[config.mk]
export PLATFORM = sky130hd
export DESIGN_NAME = pipemdu_flat
export DESIGN_NICKNAME = d
export VERILOG_FILES = /design/src/rtl/pipemdu_if.sv /design/src/rtl/pipemdu.sv /design/src/flat_wrapper.sv
export SDC_FILE = /design/constraint.sdc
export NUM_CORES = 1
export LEC_CHECK = 0
export ABC_AREA = 1
export BUFFER_PORTS_ARGS = -buffer_cell sky130_fd_sc_hd__buf_2
export CORE_UTILIZATION = 40
export DETAILED_ROUTE_END_ITERATION = 7
export PLACE_DENSITY_LB_ADDON = 0.3
export SYNTH_ARGS = -nofsm -noshare
export SYNTH_HDL_FRONTEND = slang
export SYNTH_SLANG_ARGS = --single-unit
[constraint.sdc]
create_clock -name clk -period 2.3 [get_ports clk]
set_input_delay 0.115 -clock clk [delete_from_list [all_inputs] [get_ports clk]]
set_output_delay 0.115 -clock clk [all_outputs]
set_load 0.01 [all_outputs]
[src/rtl/pipemdu_if.sv]
// pipemdu_if: groups the EXE-stage controls, operands and results of the
// multiply unit.
//   emult/emfhi/emflo : instruction decode flags for the instruction in EXE
//   ea/eb             : forwarded rs/rt operands (multiplicand/multiplier)
//   hi/lo             : architectural HI/LO registers
//   mdout             : emfhi ? hi : lo, for the EXE result mux
//   busy/stall        : unit occupied / front-end freeze request
// The master modport belongs to the pipeline; the slave modport belongs to the unit.
interface pipemdu_if #(
  parameter int WIDTH = 32
);
  logic             emult;
  logic             emfhi;
  logic             emflo;
  logic [WIDTH-1:0] ea;
  logic [WIDTH-1:0] eb;
  logic [WIDTH-1:0] hi;
  logic [WIDTH-1:0] lo;
  logic [WIDTH-1:0] mdout;
  logic             busy;
  logic             stall;

  modport master (
    output emult, emfhi, emflo, ea, eb,
    input  hi, lo, mdout, busy, stall
  );

  modport slave (
    input  emult, emfhi, emflo, ea, eb,
    output hi, lo, mdout, busy, stall
  );
endinterface

[src/rtl/pipemdu.sv]
// pipemdu: EXE-stage iterative shift-add multiplier with HI/LO registers.
// A mult seen in EXE while idle loads the operands (magnitudes when SIGNED)
// and runs WIDTH add/shift steps, then one fix-up cycle applies the sign and
// writes HI/LO. While the unit is busy, any later mult/mfhi/mflo in EXE
// raises stall and waits for the first idle cycle.
// Ports:
//   clk : pipeline clock, rising edge
//   rst : synchronous active-high reset
//   bus : pipemdu_if slave (controls, operands, hi/lo/mdout, busy/stall)
module pipemdu #(
  parameter int WIDTH  = 32,
  parameter bit SIGNED = 1'b1
) (
  input logic      clk,
  input logic      rst,
  pipemdu_if.slave bus
);

  localparam int CW = $clog2(WIDTH + 1);

  localparam logic [1:0] S_IDLE = 2'd0;
  localparam logic [1:0] S_RUN  = 2'd1;
  localparam logic [1:0] S_FIX  = 2'd2;

  // Absolute value; the most negative input maps to its correct unsigned magnitude.
  function automatic logic [WIDTH-1:0] mag(input logic [WIDTH-1:0] x);
    if (x[WIDTH-1]) begin
      mag = (~x) + WIDTH'(1);
    end else begin
      mag = x;
    end
  endfunction

  logic [1:0]       state_q, state_d;
  logic [CW-1:0]    cnt_q, cnt_d;
  logic [WIDTH:0]   acc_q, acc_d;   // one extra bit keeps the add carry
  logic [WIDTH-1:0] mcand_q, mcand_d;
  logic [WIDTH-1:0] mplr_q, mplr_d;
  logic             neg_q, neg_d;
  logic [WIDTH-1:0] hi_q, hi_d;
  logic [WIDTH-1:0] lo_q, lo_d;

  logic [WIDTH:0]     sum_s;
  logic [2*WIDTH-1:0] prod_s;
  logic [2*WIDTH-1:0] res_s;
  logic               busy_s;

  // Conditional add of the multiplicand for the current multiplier bit.
  assign sum_s  = mplr_q[0] ? (acc_q + {1'b0, mcand_q}) : acc_q;
  // After WIDTH steps the high half has shifted fully into acc and the low half into mplr.
  assign prod_s = {acc_q[WIDTH-1:0], mplr_q};
  assign res_s  = neg_q ? ((~prod_s) + (2*WIDTH)'(1)) : prod_s;

  assign busy_s    = (state_q != S_IDLE);
  assign bus.busy  = busy_s;
  assign bus.stall = busy_s & (bus.emult | bus.emfhi | bus.emflo);
  assign bus.hi    = hi_q;
  assign bus.lo    = lo_q;
  assign bus.mdout = bus.emfhi ? hi_q : lo_q;

  // Next-state logic for the IDLE/RUN/FIX sequence and the datapath registers.
  always_comb begin
    state_d = state_q;
    cnt_d   = cnt_q;
    acc_d   = acc_q;
    mcand_d = mcand_q;
    mplr_d  = mplr_q;
    neg_d   = neg_q;
    hi_d    = hi_q;
    lo_d    = lo_q;
    case (state_q)
      S_IDLE: begin
        if (bus.emult) begin
          if (SIGNED) begin
            mcand_d = mag(bus.ea);
            mplr_d  = mag(bus.eb);
            neg_d   = bus.ea[WIDTH-1] ^ bus.eb[WIDTH-1];
          end else begin
            mcand_d = bus.ea;
            mplr_d  = bus.eb;
            neg_d   = 1'b0;
          end
          acc_d   = {(WIDTH+1){1'b0}};
          cnt_d   = CW'(WIDTH);
          state_d = S_RUN;
        end else begin
          state_d = S_IDLE;
        end
      end
      S_RUN: begin
        // {acc,mplr} = {sum,mplr} >> 1
        acc_d  = {1'b0, sum_s[WIDTH:1]};
        mplr_d = {sum_s[0], mplr_q[WIDTH-1:1]};
        cnt_d  = cnt_q - CW'(1);
        if (cnt_q == CW'(1)) begin
          state_d = S_FIX;
        end else begin
          state_d = S_RUN;
        end
      end
      S_FIX: begin
        hi_d    = res_s[2*WIDTH-1:WIDTH];
        lo_d    = res_s[WIDTH-1:0];
        state_d = S_IDLE;
      end
      default: begin
        state_d = S_IDLE;
      end
    endcase
  end

  // State and datapath registers with synchronous reset.
  always_ff @(posedge clk) begin
    if (rst) begin
      state_q <= S_IDLE;
      cnt_q   <= {CW{1'b0}};
      acc_q   <= {(WIDTH+1){1'b0}};
      mcand_q <= {WIDTH{1'b0}};
      mplr_q  <= {WIDTH{1'b0}};
      neg_q   <= 1'b0;
      hi_q    <= {WIDTH{1'b0}};
      lo_q    <= {WIDTH{1'b0}};
    end else begin
      state_q <= state_d;
      cnt_q   <= cnt_d;
      acc_q   <= acc_d;
      mcand_q <= mcand_d;
      mplr_q  <= mplr_d;
      neg_q   <= neg_d;
      hi_q    <= hi_d;
      lo_q    <= lo_d;
    end
  end

endmodule

[src/flat_wrapper.sv]
// flat-port wrapper written by rule: the top's interface ports become plain ports
module pipemdu_flat 
#(
  parameter int WIDTH  = 32,
  parameter bit SIGNED = 1'b1
)
  (clk, rst, bus_emult, bus_emfhi, bus_emflo, bus_ea, bus_eb, bus_hi, bus_lo, bus_mdout, bus_busy, bus_stall);
  pipemdu_if #(.WIDTH(WIDTH)) bus_i ();
  input logic clk;
  input logic rst;
  input wire logic [$bits(bus_i.emult)-1:0] bus_emult;
  input wire logic [$bits(bus_i.emfhi)-1:0] bus_emfhi;
  input wire logic [$bits(bus_i.emflo)-1:0] bus_emflo;
  input wire logic [$bits(bus_i.ea)-1:0] bus_ea;
  input wire logic [$bits(bus_i.eb)-1:0] bus_eb;
  output wire logic [$bits(bus_i.hi)-1:0] bus_hi;
  output wire logic [$bits(bus_i.lo)-1:0] bus_lo;
  output wire logic [$bits(bus_i.mdout)-1:0] bus_mdout;
  output wire logic [$bits(bus_i.busy)-1:0] bus_busy;
  output wire logic [$bits(bus_i.stall)-1:0] bus_stall;
  assign bus_i.emult = bus_emult;
  assign bus_i.emfhi = bus_emfhi;
  assign bus_i.emflo = bus_emflo;
  assign bus_i.ea = bus_ea;
  assign bus_i.eb = bus_eb;
  assign bus_hi = bus_i.hi;
  assign bus_lo = bus_i.lo;
  assign bus_mdout = bus_i.mdout;
  assign bus_busy = bus_i.busy;
  assign bus_stall = bus_i.stall;
  pipemdu #(.WIDTH(WIDTH), .SIGNED(SIGNED)) u_core (.clk(clk), .rst(rst), .bus(bus_i));
endmodule
==> results.py <==
metrics = {
    "power": {
        "p_int_uw": 5890,
        "pwr-share-clk_pct": 32.4,
        "power_density_mw_per_mm2": 617,
        "pwr-share-seq_pct": 35.8,
        "switching_share_pct": 37.9,
        "combPwrFrac_pct": 31.8,
        "switching_power_uw": 3590,
        "p_leak_uw": 0.00775,
        "vdd.ir_drop.worst_mv": 0.541,
    },
    "cts": {
        "cts_htree_levels": 4,
        "cts-root-buf": "clkbuf_16",
        "clk-insertion-delay-late_ns": 0.44,
        "cts_setup_buffers": 0,
        "cts_tree": "done",
        "numCtsBuffers": 17,
        "clkTransAtPathRegs_ns": 0.07,
        "clock_path_buffers": 2,
        "clock-sinks": 169,
    },
    "synthesis": {
        "synth_fa_ha_area_share_pct": 3.65,
        "synthArstFlopShare_pct": 0,
        "synth.avg_cell_area_um2": 5.81,
        "synth_nets": 2383,
        "synth_warnings": 0,
        "synth_top_family_by_area": "simple AND/OR/NAND/NOR gates",
        "synth_flop_cell": "dfxtp_1",
        "synthMuxAreaShare_pct": 0,
        "syn_inst": 2276,
        "synth_top_area_share_pct": 25.6,
        "synthXorXnorAreaFrac_pct": 2.71,
        "ys_seq_area_share_pct": 25.6,
        "yosys.area_share.simple_pct": 37.7,
        "yosysTopAreaCell": "dfxtp_1",
        "synth_compound_area_share_pct": 17.9,
        "post_synth_instance_area_mm2": 0.0132,
        "synth-seq-cells": 169,
        "ys_top_cells_by_area": "dfxtp_1, nand2_1, inv_1",
        "synth_enable_flop_cells": 0,
        "ys_types": 49,
    },
    "floorplan": {
        "rows": 66,
        "core_mm2": 0.0325,
        "die_y_um": 184,
        "die-area_mm2": 0.0338,
        "fp.dieW_um": 184,
        "io_pins": 167,
        "initial_core_util_pct": 40.7,
    },
    "run": {
        "drv_cap": 0,
    },
    "setup_path": {
        "cp_max_fo": 5,
        "cp_data_required_time_ns": 2.61,
        "worstPathArrival_ns": 2.43,
        "critPathKind": "reg2reg",
        "start_kind": "register",
        "crit_chain": "ha_1 -> nand2_1 -> inv_1 -> nand2_1 -> nand2_1 -> nand2_1 -> nand2_1 -> a21oi_1 -> nand2_1 -> nand2_1 -> nand3_1 -> nand2_1 -> a21oi_1",
        "crit_top_cell": "nand2_1",
        "crit_slowest_cell": "dfxtp_1",
        "end_kind": "register",
        "slowest_delay_ns": 0.55,
    },
    "global_route": {
        "grt_pass1_wl_um": 74000,
        "use_met1_pct": 39.3,
        "grtUsageMet2_pct": 44.0,
        "grt_max_degree": 101,
        "use_met3_pct": 5.13,
        "grt.total_usage_pct": 28.3,
        "antenna_found_initial": 1,
        "top_usage_layer": "met2",
        "grt_pass1_vias": 13600,
        "overflow": 0,
    },
    "placement": {
        "io_buffer_count": 166,
        "dpl-instance-area_mm2": 0.0146,
        "dp_hpwl_um": 37900,
        "pre_cts_slack_ns": 0.110,
        "place_congestion": 0.992,
    },
    "sta": {
        "clock_skew_ns": 0.00932,
        "post-route-period-util_pct": 92.2,
        "final_max_slew_viol_count": 0,
        "grt_setup_unrepaired": "no",
        "setup_viol": 0,
        "slew_headroom_pct": 54.7,
        "fin_crit_ns": 2.12,
        "worst_slack_ns": 0.179,
        "fin_tns_setup_ns": 0,
        "hold_violations": 0,
        "tightest_slew_ns": 0.677,
        "timing.fmax_mhz": 471,
    },
    "route": {
        "vias": 15100,
        "drc": 0,
        "route.final.wire_length_um": 47800,
        "drtAntennaViolNets": 0,
        "drtIter0Drc": 1356,
        "routed_via_density": 5.25,
        "routedWlPerCell_um": 16.6,
        "dr.pass1.iters": 6,
    },
    "cells_and_area": {
        "final_cell_mix": "nand2_1, inv_1, nor2_1",
        "syn2layout_area_growth_pct": 16.1,
        "antenna_cells": 0,
        "postLayoutCellArea_mm2": 0.0154,
        "nNetsFinal": 2532,
        "drive_gt1_share_pct": 11.9,
        "final_common_cell": "nand2_1",
    },
    "run_status": {
        "status": "completed",
    },
    "worst_hold_path": {
        "hp-class": "in2reg",
    },
}
-- layer usage --
layer / wire length, um / vias to the layer above
met4: 1160 / 0
met3: 4020 / 63
met5: 0 / -
met2: 20500 / 585
met1: 22100 / 6843
li1: - / 7626
-- layout make-up --
type	instances	area, um^2
Timing Repair Buffer	213	1270
Inverter	350	1310
Multi-Input combinational cell	1674	8240
Tap cell	442	553
Fill cell	3552	17200
Clock buffer	18	429
Sequential cell	169	3380
Clock inverter	11	171
-- kinds of logic (layout without fill, tap and decap cells) --
family | Yosys count | count (layout)
buffers and inverters | 433 | 592
AOI/OAI and AO/OA | 416 | 416
adders and majority gates | 38 | 38
DFF | 169 | 169
xor gates and xnor gates | 41 | 41
and+or+nand+nor | 1179 | 1179
-- cells in the mapped netlist (3+ instances only) --
master,n
xnor2_1,8
nand3_2,6
nor2_4,4
inv_1,340
o21ai_0,126
inv_2,8
o32ai_1,6
nand2_2,12
o211ai_1,25
or2_1,3
ha_1,37
a31oi_1,5
a21oi_1,181
o221ai_1,25
clkbuf_1,56
nor2_1,275
nor2_2,11
xor2_1,33
nand2_1,630
nand4_1,35
buf_2,14
o22ai_1,3
and3_1,4
nor4_1,3
nand3b_1,3
nand3_1,157
o21bai_1,8
nor3_1,28
dfxtp_1,169
o21ai_1,16
buf_1,13
a22oi_1,10
-- worst max-delay path, delay by kind of cell (launching register included) --
family                     cells  cell delay [ns]
AOI/OAI and AO/OA              2             0.24
buffers and inverters          1             0.05
and+or+nand+nor                9             0.79
DFF                            1             0.55
adders and majority gates      1             0.36
-- through the flow --
stage	total power, uW	util, %	hold WS (ns)	cells
2_1_floorplan	5380	-	0.262	2276
3_3_place_gp	6360	45.0	0.418	2837
3_5_place_dp	6380	45.0	0.419	2837
4_1_cts	9440	47.2	0.0000140	2877
5_1_grt	9980	47.2	0.0208	2877
6_report	9480	47.2	0.00688	2877
-- worst paths after layout --
path	startpoint	end	slack (ns)	cells after the start
max	u_core.acc_q[15]	u_core.acc_q[28]	0.18	13
min	bus_ea[21]	u_core.mcand_q[21]	0.007	3
max reg2reg	u_core.acc_q[15]	u_core.acc_q[28]	0.18	13
min reg2reg	u_core.cnt_q[5]	u_core.cnt_q[5]	0.49	1
-- registers in the layout, indices dropped and copies added, names as in the netlist --
name            cells
u_core.state_q      2
u_core.acc_q       32
u_core.bus.lo      32
u_core.neg_q        1
u_core.mcand_q     32
u_core.cnt_q        6
u_core.mplr_q      32
u_core.bus.hi      32
-- power by group through the flow --
stage / sequential [uW] / clock, uW / combinational [uW]
final: 3400 / 3070 / 3010
after global routing: 3410 / 3230 / 3340
after CTS: 3380 / 3090 / 2960
after global placement: 3440 / 0 / 2920
after floorplan: 3340 / 0 / 2040
after detailed placement: 3450 / 0 / 2940
-- what timing repair did --
action	CTS	global route
hold buffers	11	0
gates resized for setup	0	5
endpoints found under the hold margin	11	0
endpoints found under the setup margin	0	9
No activity file was read; power rests on OpenSTA's default activity.
